--- config.mk ---
export PLATFORM = sky130hd
export DESIGN_NAME = l1_wb_arb_flat
export DESIGN_NICKNAME = d
export VERILOG_FILES = /design/src/rtl/l1_wb_arb_if.sv /design/src/rtl/l1_wb_arb.sv /design/src/flat_wrapper.sv
export SDC_FILE = /design/constraint.sdc
export NUM_CORES = 1
export LEC_CHECK = 0
export BUFFER_PORTS_ARGS = -buffer_cell sky130_fd_sc_hd__buf_2
export CORE_ASPECT_RATIO = 1.4
export CORE_MARGIN = 4
export CORE_UTILIZATION = 46
export CTS_CLUSTER_DIAMETER = 60
export DETAILED_ROUTE_END_ITERATION = 12
export PLACE_DENSITY = 0.73
export SLEW_MARGIN = 25
export SYNTH_ARGS = -nofsm -noshare
export SYNTH_HDL_FRONTEND = slang
export SYNTH_SLANG_ARGS = --single-unit
export TNS_END_PERCENT = 5
--- constraint.sdc ---
create_clock -name clk -period 2.3 [get_ports clk]
set_clock_uncertainty 0.2 [all_clocks]
set_input_delay 0.575 -clock clk [delete_from_list [all_inputs] [get_ports clk]]
set_output_delay 0.575 -clock clk [all_outputs]
set_load 0.01 [all_outputs]
--- src/rtl/l1_wb_arb_if.sv ---
// Wishbone B4 pipelined bus between the L1 arbiter (master) and the memory slave.
interface l1_wb_arb_if #(
    parameter int unsigned ADDR_W = 32,
    parameter int unsigned DATA_W = 32
);
    logic [ADDR_W-1:0]   wb_adr_o;
    logic [DATA_W-1:0]   wb_dat_o;
    logic [DATA_W/8-1:0] wb_sel_o;
    logic                wb_we_o;
    logic                wb_cyc_o;
    logic                wb_stb_o;
    logic                wb_stall_i;
    logic                wb_ack_i;
    logic [DATA_W-1:0]   wb_dat_i;
    logic                wb_err_i;

    modport master (
        output wb_adr_o, wb_dat_o, wb_sel_o, wb_we_o, wb_cyc_o, wb_stb_o,
        input  wb_stall_i, wb_ack_i, wb_dat_i, wb_err_i
    );

    modport slave (
        input  wb_adr_o, wb_dat_o, wb_sel_o, wb_we_o, wb_cyc_o, wb_stb_o,
        output wb_stall_i, wb_ack_i, wb_dat_i, wb_err_i
    );
endinterface

--- src/rtl/l1_wb_arb.sv ---
// Round-robin arbiter sharing one Wishbone master port between L1I refills and L1D accesses.
// One transaction at a time; refill beats are collected into a line and returned with one ack.
module l1_wb_arb #(
    parameter int unsigned ADDR_W     = 32,
    parameter int unsigned DATA_W     = 32,
    parameter int unsigned LINE_WORDS = 4
) (
    input  logic                         clk,
    input  logic                         rst_n,
    input  logic                         i_req_val,
    input  logic [ADDR_W-1:0]            i_req_addr,
    output logic                         i_req_ack,
    output logic [LINE_WORDS*DATA_W-1:0] i_ack_data,
    input  logic                         d_req_val,
    input  logic                         d_req_we,
    input  logic                         d_req_nc,
    input  logic [ADDR_W-1:0]            d_req_addr,
    input  logic [DATA_W-1:0]            d_req_wdata,
    input  logic [DATA_W/8-1:0]          d_req_be,
    output logic                         d_req_ack,
    output logic [LINE_WORDS*DATA_W-1:0] d_ack_data,
    l1_wb_arb_if.master                  wb
);
    localparam int unsigned BE_W   = DATA_W / 8;
    localparam int unsigned LINE_W = LINE_WORDS * DATA_W;
    localparam int unsigned WIDX_W = $clog2(LINE_WORDS);
    localparam int unsigned BOFF_W = $clog2(BE_W);
    localparam int unsigned OFF_W  = WIDX_W + BOFF_W;
    localparam logic [ADDR_W-1:0] BASE_MASK = ~ADDR_W'((64'd1 << OFF_W) - 64'd1);

    typedef enum logic [1:0] {IDLE, ISSUE, WAIT, RESP} state_t;

    state_t              state_q, state_d;
    logic                gnt_i_q, gnt_i_d;      // current transaction belongs to L1I
    logic                last_i_q, last_i_d;    // most recent grant went to L1I
    logic                we_q, we_d;
    logic                nc_q, nc_d;
    logic [WIDX_W-1:0]   slot_q, slot_d;        // line slot for a non-cacheable word
    logic [WIDX_W-1:0]   last_beat_q, last_beat_d;
    logic [WIDX_W-1:0]   iss_q, iss_d;
    logic [WIDX_W-1:0]   ack_q, ack_d;
    logic [LINE_W-1:0]   buf_q, buf_d;
    logic [LINE_W-1:0]   i_data_q, i_data_d;
    logic [LINE_W-1:0]   d_data_q, d_data_d;
    logic [ADDR_W-1:0]   adr_q, adr_d;
    logic [DATA_W-1:0]   dat_q, dat_d;
    logic [BE_W-1:0]     sel_q, sel_d;
    logic                wbwe_q, wbwe_d;
    logic                cyc_q, cyc_d;
    logic                stb_q, stb_d;
    logic                i_ack_q, i_ack_d;
    logic                d_ack_q, d_ack_d;

    logic                take_i;
    logic                refill;
    logic [ADDR_W-1:0]   req_addr;
    logic [WIDX_W-1:0]   wr_slot;
    logic [DATA_W-1:0]   beat_word;
    logic                accept;
    logic                beat_done;

    // Next-state, bus sequencing and line collection
    always_comb begin
        state_d     = state_q;
        gnt_i_d     = gnt_i_q;
        last_i_d    = last_i_q;
        we_d        = we_q;
        nc_d        = nc_q;
        slot_d      = slot_q;
        last_beat_d = last_beat_q;
        iss_d       = iss_q;
        ack_d       = ack_q;
        buf_d       = buf_q;
        i_data_d    = i_data_q;
        d_data_d    = d_data_q;
        adr_d       = adr_q;
        dat_d       = dat_q;
        sel_d       = sel_q;
        wbwe_d      = wbwe_q;
        cyc_d       = cyc_q;
        stb_d       = stb_q;
        i_ack_d     = 1'b0;
        d_ack_d     = 1'b0;
        take_i      = 1'b0;
        refill      = 1'b0;
        req_addr    = '0;
        wr_slot     = '0;
        beat_word   = '0;
        accept      = stb_q & ~wb.wb_stall_i;
        beat_done   = cyc_q & (wb.wb_ack_i | wb.wb_err_i);

        unique case (state_q)
            IDLE: begin
                if (i_req_val | d_req_val) begin
                    take_i   = i_req_val & (~d_req_val | ~last_i_q);
                    refill   = take_i | (~d_req_we & ~d_req_nc);
                    req_addr = take_i ? i_req_addr : d_req_addr;
                    gnt_i_d  = take_i;
                    last_i_d = take_i;
                    we_d     = ~take_i & d_req_we;
                    nc_d     = ~take_i & ~d_req_we & d_req_nc;
                    slot_d   = d_req_addr[BOFF_W +: WIDX_W];
                    last_beat_d = refill ? WIDX_W'(LINE_WORDS - 1) : '0;
                    adr_d    = refill ? (req_addr & BASE_MASK) : req_addr;
                    dat_d    = (~take_i & d_req_we) ? d_req_wdata : '0;
                    sel_d    = refill ? '1 : d_req_be;
                    wbwe_d   = ~take_i & d_req_we;
                    iss_d    = '0;
                    ack_d    = '0;
                    buf_d    = '0;
                    cyc_d    = 1'b1;
                    stb_d    = 1'b1;
                    state_d  = ISSUE;
                end
            end
            ISSUE, WAIT: begin
                if (accept) begin
                    if (iss_q == last_beat_q) begin
                        stb_d   = 1'b0;
                        state_d = WAIT;
                    end else begin
                        iss_d = iss_q + WIDX_W'(1);
                        adr_d = adr_q + ADDR_W'(BE_W);
                    end
                end
                // Acks may overlap issue; an error terminates the beat with a zero word
                if (beat_done) begin
                    beat_word = wb.wb_err_i ? '0 : wb.wb_dat_i;
                    wr_slot   = nc_q ? slot_q : ack_q;
                    if (!we_q) begin
                        buf_d[int'(wr_slot)*DATA_W +: DATA_W] = beat_word;
                    end
                    ack_d = ack_q + WIDX_W'(1);
                    if (ack_q == last_beat_q) begin
                        cyc_d   = 1'b0;
                        stb_d   = 1'b0;
                        adr_d   = '0;
                        dat_d   = '0;
                        sel_d   = '0;
                        wbwe_d  = 1'b0;
                        state_d = RESP;
                        if (gnt_i_q) begin
                            i_ack_d  = 1'b1;
                            i_data_d = buf_d;
                        end else begin
                            d_ack_d = 1'b1;
                            if (!we_q) begin
                                d_data_d = buf_d;
                            end
                        end
                    end
                end
            end
            RESP: begin
                state_d = IDLE;
            end
        endcase
    end

    // State and registered outputs
    always_ff @(posedge clk or negedge rst_n) begin
        if (!rst_n) begin
            state_q     <= IDLE;
            gnt_i_q     <= 1'b0;
            last_i_q    <= 1'b0;
            we_q        <= 1'b0;
            nc_q        <= 1'b0;
            slot_q      <= '0;
            last_beat_q <= '0;
            iss_q       <= '0;
            ack_q       <= '0;
            buf_q       <= '0;
            i_data_q    <= '0;
            d_data_q    <= '0;
            adr_q       <= '0;
            dat_q       <= '0;
            sel_q       <= '0;
            wbwe_q      <= 1'b0;
            cyc_q       <= 1'b0;
            stb_q       <= 1'b0;
            i_ack_q     <= 1'b0;
            d_ack_q     <= 1'b0;
        end else begin
            state_q     <= state_d;
            gnt_i_q     <= gnt_i_d;
            last_i_q    <= last_i_d;
            we_q        <= we_d;
            nc_q        <= nc_d;
            slot_q      <= slot_d;
            last_beat_q <= last_beat_d;
            iss_q       <= iss_d;
            ack_q       <= ack_d;
            buf_q       <= buf_d;
            i_data_q    <= i_data_d;
            d_data_q    <= d_data_d;
            adr_q       <= adr_d;
            dat_q       <= dat_d;
            sel_q       <= sel_d;
            wbwe_q      <= wbwe_d;
            cyc_q       <= cyc_d;
            stb_q       <= stb_d;
            i_ack_q     <= i_ack_d;
            d_ack_q     <= d_ack_d;
        end
    end

    assign wb.wb_adr_o = adr_q;
    assign wb.wb_dat_o = dat_q;
    assign wb.wb_sel_o = sel_q;
    assign wb.wb_we_o  = wbwe_q;
    assign wb.wb_cyc_o = cyc_q;
    assign wb.wb_stb_o = stb_q;
    assign i_req_ack   = i_ack_q;
    assign d_req_ack   = d_ack_q;
    assign i_ack_data  = i_data_q;
    assign d_ack_data  = d_data_q;
endmodule

--- src/flat_wrapper.sv ---
// flat-port wrapper written by rule: the top's interface ports become plain ports
module l1_wb_arb_flat 
#(
    parameter int unsigned ADDR_W     = 32,
    parameter int unsigned DATA_W     = 32,
    parameter int unsigned LINE_WORDS = 4
)
  (clk, rst_n, i_req_val, i_req_addr, i_req_ack, i_ack_data, d_req_val, d_req_we, d_req_nc, d_req_addr, d_req_wdata, d_req_be, d_req_ack, d_ack_data, wb_wb_adr_o, wb_wb_dat_o, wb_wb_sel_o, wb_wb_we_o, wb_wb_cyc_o, wb_wb_stb_o, wb_wb_stall_i, wb_wb_ack_i, wb_wb_dat_i, wb_wb_err_i);
  l1_wb_arb_if #(.ADDR_W(ADDR_W), .DATA_W(DATA_W)) wb_i ();
  input  logic clk;
  input  logic rst_n;
  input  logic i_req_val;
  input  logic [ADDR_W-1:0] i_req_addr;
  output logic i_req_ack;
  output logic [LINE_WORDS*DATA_W-1:0] i_ack_data;
  input  logic d_req_val;
  input  logic d_req_we;
  input  logic d_req_nc;
  input  logic [ADDR_W-1:0] d_req_addr;
  input  logic [DATA_W-1:0] d_req_wdata;
  input  logic [DATA_W/8-1:0] d_req_be;
  output logic d_req_ack;
  output logic [LINE_WORDS*DATA_W-1:0] d_ack_data;
  output wire logic [$bits(wb_i.wb_adr_o)-1:0] wb_wb_adr_o;
  output wire logic [$bits(wb_i.wb_dat_o)-1:0] wb_wb_dat_o;
  output wire logic [$bits(wb_i.wb_sel_o)-1:0] wb_wb_sel_o;
  output wire logic [$bits(wb_i.wb_we_o)-1:0] wb_wb_we_o;
  output wire logic [$bits(wb_i.wb_cyc_o)-1:0] wb_wb_cyc_o;
  output wire logic [$bits(wb_i.wb_stb_o)-1:0] wb_wb_stb_o;
  input wire logic [$bits(wb_i.wb_stall_i)-1:0] wb_wb_stall_i;
  input wire logic [$bits(wb_i.wb_ack_i)-1:0] wb_wb_ack_i;
  input wire logic [$bits(wb_i.wb_dat_i)-1:0] wb_wb_dat_i;
  input wire logic [$bits(wb_i.wb_err_i)-1:0] wb_wb_err_i;
  assign wb_wb_adr_o = wb_i.wb_adr_o;
  assign wb_wb_dat_o = wb_i.wb_dat_o;
  assign wb_wb_sel_o = wb_i.wb_sel_o;
  assign wb_wb_we_o = wb_i.wb_we_o;
  assign wb_wb_cyc_o = wb_i.wb_cyc_o;
  assign wb_wb_stb_o = wb_i.wb_stb_o;
  assign wb_i.wb_stall_i = wb_wb_stall_i;
  assign wb_i.wb_ack_i = wb_wb_ack_i;
  assign wb_i.wb_dat_i = wb_wb_dat_i;
  assign wb_i.wb_err_i = wb_wb_err_i;
  l1_wb_arb #(.ADDR_W(ADDR_W), .DATA_W(DATA_W), .LINE_WORDS(LINE_WORDS)) u_core (.clk(clk), .rst_n(rst_n), .i_req_val(i_req_val), .i_req_addr(i_req_addr), .i_req_ack(i_req_ack), .i_ack_data(i_ack_data), .d_req_val(d_req_val), .d_req_we(d_req_we), .d_req_nc(d_req_nc), .d_req_addr(d_req_addr), .d_req_wdata(d_req_wdata), .d_req_be(d_req_be), .d_req_ack(d_req_ack), .d_ack_data(d_ack_data), .wb(wb_i));
endmodule
# Word level (Yosys, flattened, before mapping)
# Index checks and enable logic that the tools add are counted.
dict set report word_totals {
  latch_bits 0
  mem_count 0
  inputBits 141
  out_inout_bits 329
  reg_bits 470
  wordCells 120
  mem_bits_rw 0
  rom_bits 0
}
dict set report op_classes {
  bitwise 18
  multipliers 0
  n_addsub 4
  n_shift 2
  eq_ne 10
  magnitude_cmp 0
  n_mux 57
  reduce_logical 10
  div_mod_pow 0
}
# operator n
set ops {}
lappend ops {{128-bit two-way mux} 3}
lappend ops {{32-bit two-way mux} 11}
lappend ops {{128-bit case mux with 2 select lines} 1}
lappend ops {{128-bit bitwise mux} 1}
lappend ops {{32-bit case mux with 2 select lines} 2}
lappend ops {{32-bit by 34-bit variable shift with 128-bit output (first input constant)} 1}
lappend ops {{32-bit by 34-bit variable part select with 128-bit output} 1}
lappend ops {{7-bit negator with 34-bit output} 1}
lappend ops {{32-bit by 3-bit adder with 32-bit output (second input constant)} 1}
lappend ops {{2-bit two-way mux} 11}
lappend ops {{4-bit two-way mux} 5}
lappend ops {{1-bit two-way mux} 16}
lappend ops {{4-bit AND reduction} 3}
lappend ops {{2-bit by 1-bit != test with 1-bit output (second input constant)} 4}
lappend ops {{2-bit case mux with 2 select lines} 2}
lappend ops {{4-bit case mux with 2 select lines} 1}
lappend ops {{1-bit AND} 7}
lappend ops {{1-bit inverter} 7}
lappend ops {{1-bit case mux with 2 select lines} 3}
lappend ops {{2-bit case mux with 3 select lines} 1}
lappend ops {{5-bit AND reduction} 1}
lappend ops {{2-bit by 1-bit adder with 2-bit output (second input constant)} 2}
lappend ops {{2-bit equality test} 2}
lappend ops {{2-bit equality test (second input constant)} 2}
lappend ops {{8 further kinds} 12}

# Depth between registers and ports, before layout
dict set report depth {
  ltp_word 8
  depth_mapped 10
  depth_no_buf 7
}

# Worst setup path after synthesis
# OpenSTA, ideal clock, no wires.
dict set report synth_timing {
  path_kind {reg-to-reg}
  startpoint {reg u_core.nc_q}
  endpoint {reg u_core.i_data_q[100] (netlist: u_core.i_ack_data[100])}
  setup_slack_ns -0.072
  period_less_slack_ns 2.372
  n_path_buf 1
  setup_time_ns 0.083
  path_stages_with_launch 7
  required_ns 2.017
  arrival_time_ns 2.089
  path_cell_list {dfrtp_1 -> mux2i_2 -> ha_1 -> nor4_2 -> clkbuf_1 -> a22oi_1 -> o21ai_0}
}
dict set report synth_via {
  elab_chain_len 5
  word_cells_on_any_way 6
  classes_between {add/sub: 1; shift: 2; mux: 3}
}
# element line
set synth_lines {}
lappend synth_lines {{start, declared} l1_wb_arb.sv:37} ;# logic nc_q, nc_d;
lappend synth_lines {{start signal, assigned} l1_wb_arb.sv:188} ;# nc_q <= nc_d;
lappend synth_lines {{2-bit two-way mux *} l1_wb_arb.sv:129} ;# wr_slot = nc_q ? slot_q : ack_q;
lappend synth_lines {{7-bit negator with 34-bit output *} l1_wb_arb.sv:131} ;# buf_d[int'(wr_slot)*DATA_W +: DATA_W] = beat_word;
lappend synth_lines {{32-bit by 34-bit variable part select with 128-bit output or 32-bit by 34-bit variable shift with 128-bit output (tied branches)} l1_wb_arb.sv:131}
lappend synth_lines {{128-bit bitwise mux *} l1_wb_arb.sv:131}
lappend synth_lines {{128-bit two-way mux *} l1_wb_arb.sv:130} ;# if (!we_q) begin
lappend synth_lines {{end signal, assigned} l1_wb_arb.sv:194} ;# i_data_q <= i_data_d;
lappend synth_lines {{end, declared} l1_wb_arb.sv:43} ;# logic [LINE_W-1:0] i_data_q, i_data_d;
# Mark *: on every way between the ends. The rest lies on a longest branch, timed or not.
# A chain may end at the register's enable or synchronous reset.

# Worst setup path in the final report
dict set report layout_timing {
  startpoint {reg u_core.nc_q}
  endpoint {reg u_core.buf_q[31]}
}
dict set report layout_via {
  elab_chain_len 7
  word_cells_on_any_way 8
  classes_between {add/sub: 1; shift: 2; mux: 5}
}
# element line
set layout_lines {}
lappend layout_lines {{2-bit two-way mux *} l1_wb_arb.sv:129}
lappend layout_lines {{7-bit negator with 34-bit output *} l1_wb_arb.sv:131}
lappend layout_lines {{32-bit by 34-bit variable part select with 128-bit output or 32-bit by 34-bit variable shift with 128-bit output (tied branches)} l1_wb_arb.sv:131}
lappend layout_lines {{128-bit bitwise mux *} l1_wb_arb.sv:131}
lappend layout_lines {{128-bit two-way mux *} l1_wb_arb.sv:130}
lappend layout_lines {{128-bit two-way mux *} l1_wb_arb.sv:127} ;# if (beat_done) begin
lappend layout_lines {{128-bit case mux with 2 select lines *} l1_wb_arb.sv:92} ;# unique case (state_q)
lappend layout_lines {{end signal, assigned} l1_wb_arb.sv:193} ;# buf_q <= buf_d;
lappend layout_lines {{end, declared} l1_wb_arb.sv:42} ;# logic [LINE_W-1:0] buf_q, buf_d;
# Mark *: on every way between the ends. The rest lies on a longest branch, timed or not. The select of a mux whose other input is x is not followed.

==> results.yml <==
logic_synthesis:
  syn_nets: 1988
  synth_top_family_by_area: "compound AO/OA/AOI/OAI gates"
  syn_area_um2: 19530
  yosysSeqAreaShare_pct: 60.11
  netlist_instances: 1838
  synth_fa_ha_area_share_pct: 0.5767
  synth_compound_area_share_pct: 22.25
  synthMuxAreaShare_pct: 1.064
  synthXorXnorAreaFrac_pct: 0.4037
  synth_edf_count: 0
  dominantRegCellSynth: "dfrtp_1"
  yosys_warnings: 0
  synthSimpleGateAreaFrac_pct: 12.32
  synth_seq_cells: 469
  avgSynthCellArea_um2: 10.62
  ys_types: 65
  async_flop_share_pct: 100.0
route:
  ant_nets: 0
  drt_iter0_markers: 1413
  totalWireLength_um: 70430
  vias_per_cell: 5.909
  post_drt_wl_per_cell_um: 23.48
  vias: 17720
  firstDrtPassIters: 6
  route.detailed.drc: 0
floorplan:
  core_area_um2: 42090
  ios: 470
  initial_core_util_pct: 46.39
  core.rowCount: 89
  dieArea_um2: 45860
  chipHeight_um: 251.8
  die_x_um: 182.1
grt:
  grt_usage_pct: 29.06
  grt_pass1_vias: 17987
  grt_pass1_wl_um: 105100
  grt_max_degree: 96
  grt-ovfl-total: 0
  grt_antenna_before_repair: 8
power_and_ir_drop:
  total_power_mw: 33.69
  power_density_nw_per_um2: 1241
  p_leak_nw: 12.66
  peakVddDrop_v: 0.001116
final_layout:
  fin_nets: 2562
  drive_above_1_share_pct: 39.18
  n_fill_cell: 3216
  area_growth_pct: 39.07
  mostFrequentLayoutCells: "dfrtp_1 (467), buf_2 (464), nand2_1 (201), a21oi_1 (146), nor2_1 (145)"
  final_common_cell: "dfrtp_1"
outcome:
  violations: "negative setup slack"
  status: "finished with violations"
timing:
  min_period_ps: 2477
  holdWs_ps: 23.48
  postLayoutSetupSlackWorst_ps: -177.2
  rsz0062_at_grt: "true"
  fmax_mhz: 403.7
  setup_viol: 178
  hold_viol: 0
  relSlewSlack_pct: 62.99
  max_slew.worst_pin.slew_ps: 555.2
  finalCritPeriodShare_pct: 107.7
  finalMaxSlewViolations: 0
clock_tree:
  htree_levels: 2
  cts-root-buf: "clkbuf_16"
  clkTransAtPathRegs_ps: 70
  cts-buffers-inserted: 46
  cts_tree: "done"
  clock_latency_ps: 570
  clock_path_buffers: 3
  clkSinkCount: 469
place:
  place_ws_ps: -254.7
  io_buffers: 465
  gp_congestion: 0.8961
  place_hpwl_um: 48090
critical_path:
  critPathArrivalTime_ps: 2760
  reg2regPathDepth: 10
  r2r-end: "u_core.buf_q[31]"
  slowest_stage: "dfrtp_2"
  path_max_fanout: 8
  critPathRequiredTime_ps: 2580
  r2r_slack_ps: -180
  cp-start-kind: "flop"
  cp_cell_sequence: "mux2i_4, buf_6, ha_4, inv_4, nor4_4, buf_4, buf_6, nand2_8, clkbuf_16, o2bb2ai_1"
  critPathKind: "reg -> reg"
  setup.worst_path.start: "u_core.nc_q"
  max_stage_delay_ps: 440
  cp_common_cell: "buf_6"
  cp-end-kind: "flop"
  critPathCapture: "u_core.buf_q[31]"
  r2r-start: "u_core.nc_q"
worst_hold_path:
  hold_depth: 2
  hold_class: "in -> reg"
flow_run:
  drv_cap: 0
critical path: cells and delay by family (launching register included):
kind            cells  cell delay, ps
compound gates      1             170
fa+ha+maj           1             160
buf+inv             5             700
flops               1             440
mux                 1             360
simple gates        2             370
per-layer routing:
metal	wire length [um]	track usage (%)	part of all wire, %	up-vias
li1	-	-	-	7795
met1	25090	34.08	36	8798
met2	36300	52.16	52	909
met3	5448	5.509	7.7	208
met4	3531	12.23	5.0	10
met5	54	0	0.077	-
synth_stat cells, types with 6 or more instances:
library cell,number,area share [%]
o21ai_0,160,4.1
a22oi_1,128,4.9
or3_1,6,0.19
a21o_1,6,0.23
dfrtp_1,469,60
o2bb2ai_1,128,5.7
and3_1,6,0.19
buf_1,8,0.15
a21oi_1,166,4.3
nand2b_1,39,1.2
a211o_1,6,0.27
nor2_1,147,2.8
nor3_1,10,0.26
a22o_1,32,1.4
buf_2,40,1.0
nand3_1,17,0.44
ha_1,9,0.58
inv_1,10,0.19
nor2b_1,32,1.0
o22ai_1,8,0.26
nand2_1,211,4.1
clkbuf_1,91,1.7
mux2i_1,16,0.82
nor4_1,15,0.48
xnor2_1,7,0.31
nand4_1,7,0.22
final cells by class:
class                           instances  area, um2  share of cell area [%]
Antenna cell                            3      7.507                 0.02765
Inverter                               12      51.30                  0.1889
Multi-Input combinational cell       1215       8314                   30.62
Tap cell                              546      683.2                   2.516
Clock inverter                         22      300.3                   1.106
Timing Repair Buffer                  668       4750                   17.49
Clock buffer                           64       1310                   4.824
Sequential cell                       469      11740                   43.23
how the worst min path moves through the flow:
stage | to | from | slack (ps)
floorplan | u_core.ack_q[0] | rst_n | 80
global placement | u_core.wb.wb_sel_o[2] | u_core.wb.wb_sel_o[2] | 250
detailed placement | u_core.wb.wb_sel_o[2] | u_core.wb.wb_sel_o[2] | 260
CTS | u_core.wb.wb_dat_o[7] | d_req_wdata[7] | 0.8
global route | u_core.wb.wb_dat_o[18] | d_req_wdata[18] | 10
finish | u_core.wb.wb_dat_o[15] | d_req_wdata[15] | 20
state kept, by name, summed over array words and instances (netlist names), 4 cells and up:
signal	flops
u_core.wb.wb_dat_o	32
u_core.wb.wb_adr_o	32
u_core.wb.wb_sel_o	4
u_core.d_ack_data	128
u_core.buf_q	128
u_core.i_ack_data	128
where the power goes:
group	total [mW]	switching [mW]	internal, mW
clock network	8.06	3.35	4.70
logic	13.7	8.14	5.52
registers	12.0	1.52	10.4
timing repair:
item / in CTS / in global routing
setup endpoints to repair: 394 / 422
buffers inserted: 6 / 7
resized for setup: 133 / 202
pin swaps: 18 / 81
endpoints found under the hold margin: 28 / 0
hold buffers: 1 / 0
cloned: 7 / 5
logic make-up (layout without fill, tap and decap cells):
logic type      count (synthesis)  count (layout)
simple gates                  518             518
fa+ha+maj                       9               9
mux                            20              20
compound gates                659             659
other cells                     0               3
xor+xnor                        9               9
flops                         469             469
buf+inv                       154             766
through the flow:
step | utilization (%) | instance area, um2 | setup TNS [ps] | cells
after floorplan | - | 19530 | -10960 | 1838
after global placement | 56.77 | 23900 | -27680 | 2887
after detailed placement | 56.77 | 23900 | -45300 | 2887
after CTS | 62.25 | 26200 | -1818 | 2984
after global routing | 64.51 | 27150 | -31520 | 2998
final | 64.51 | 27150 | -11780 | 2999
No activity file was read; power rests on OpenSTA's default activity.
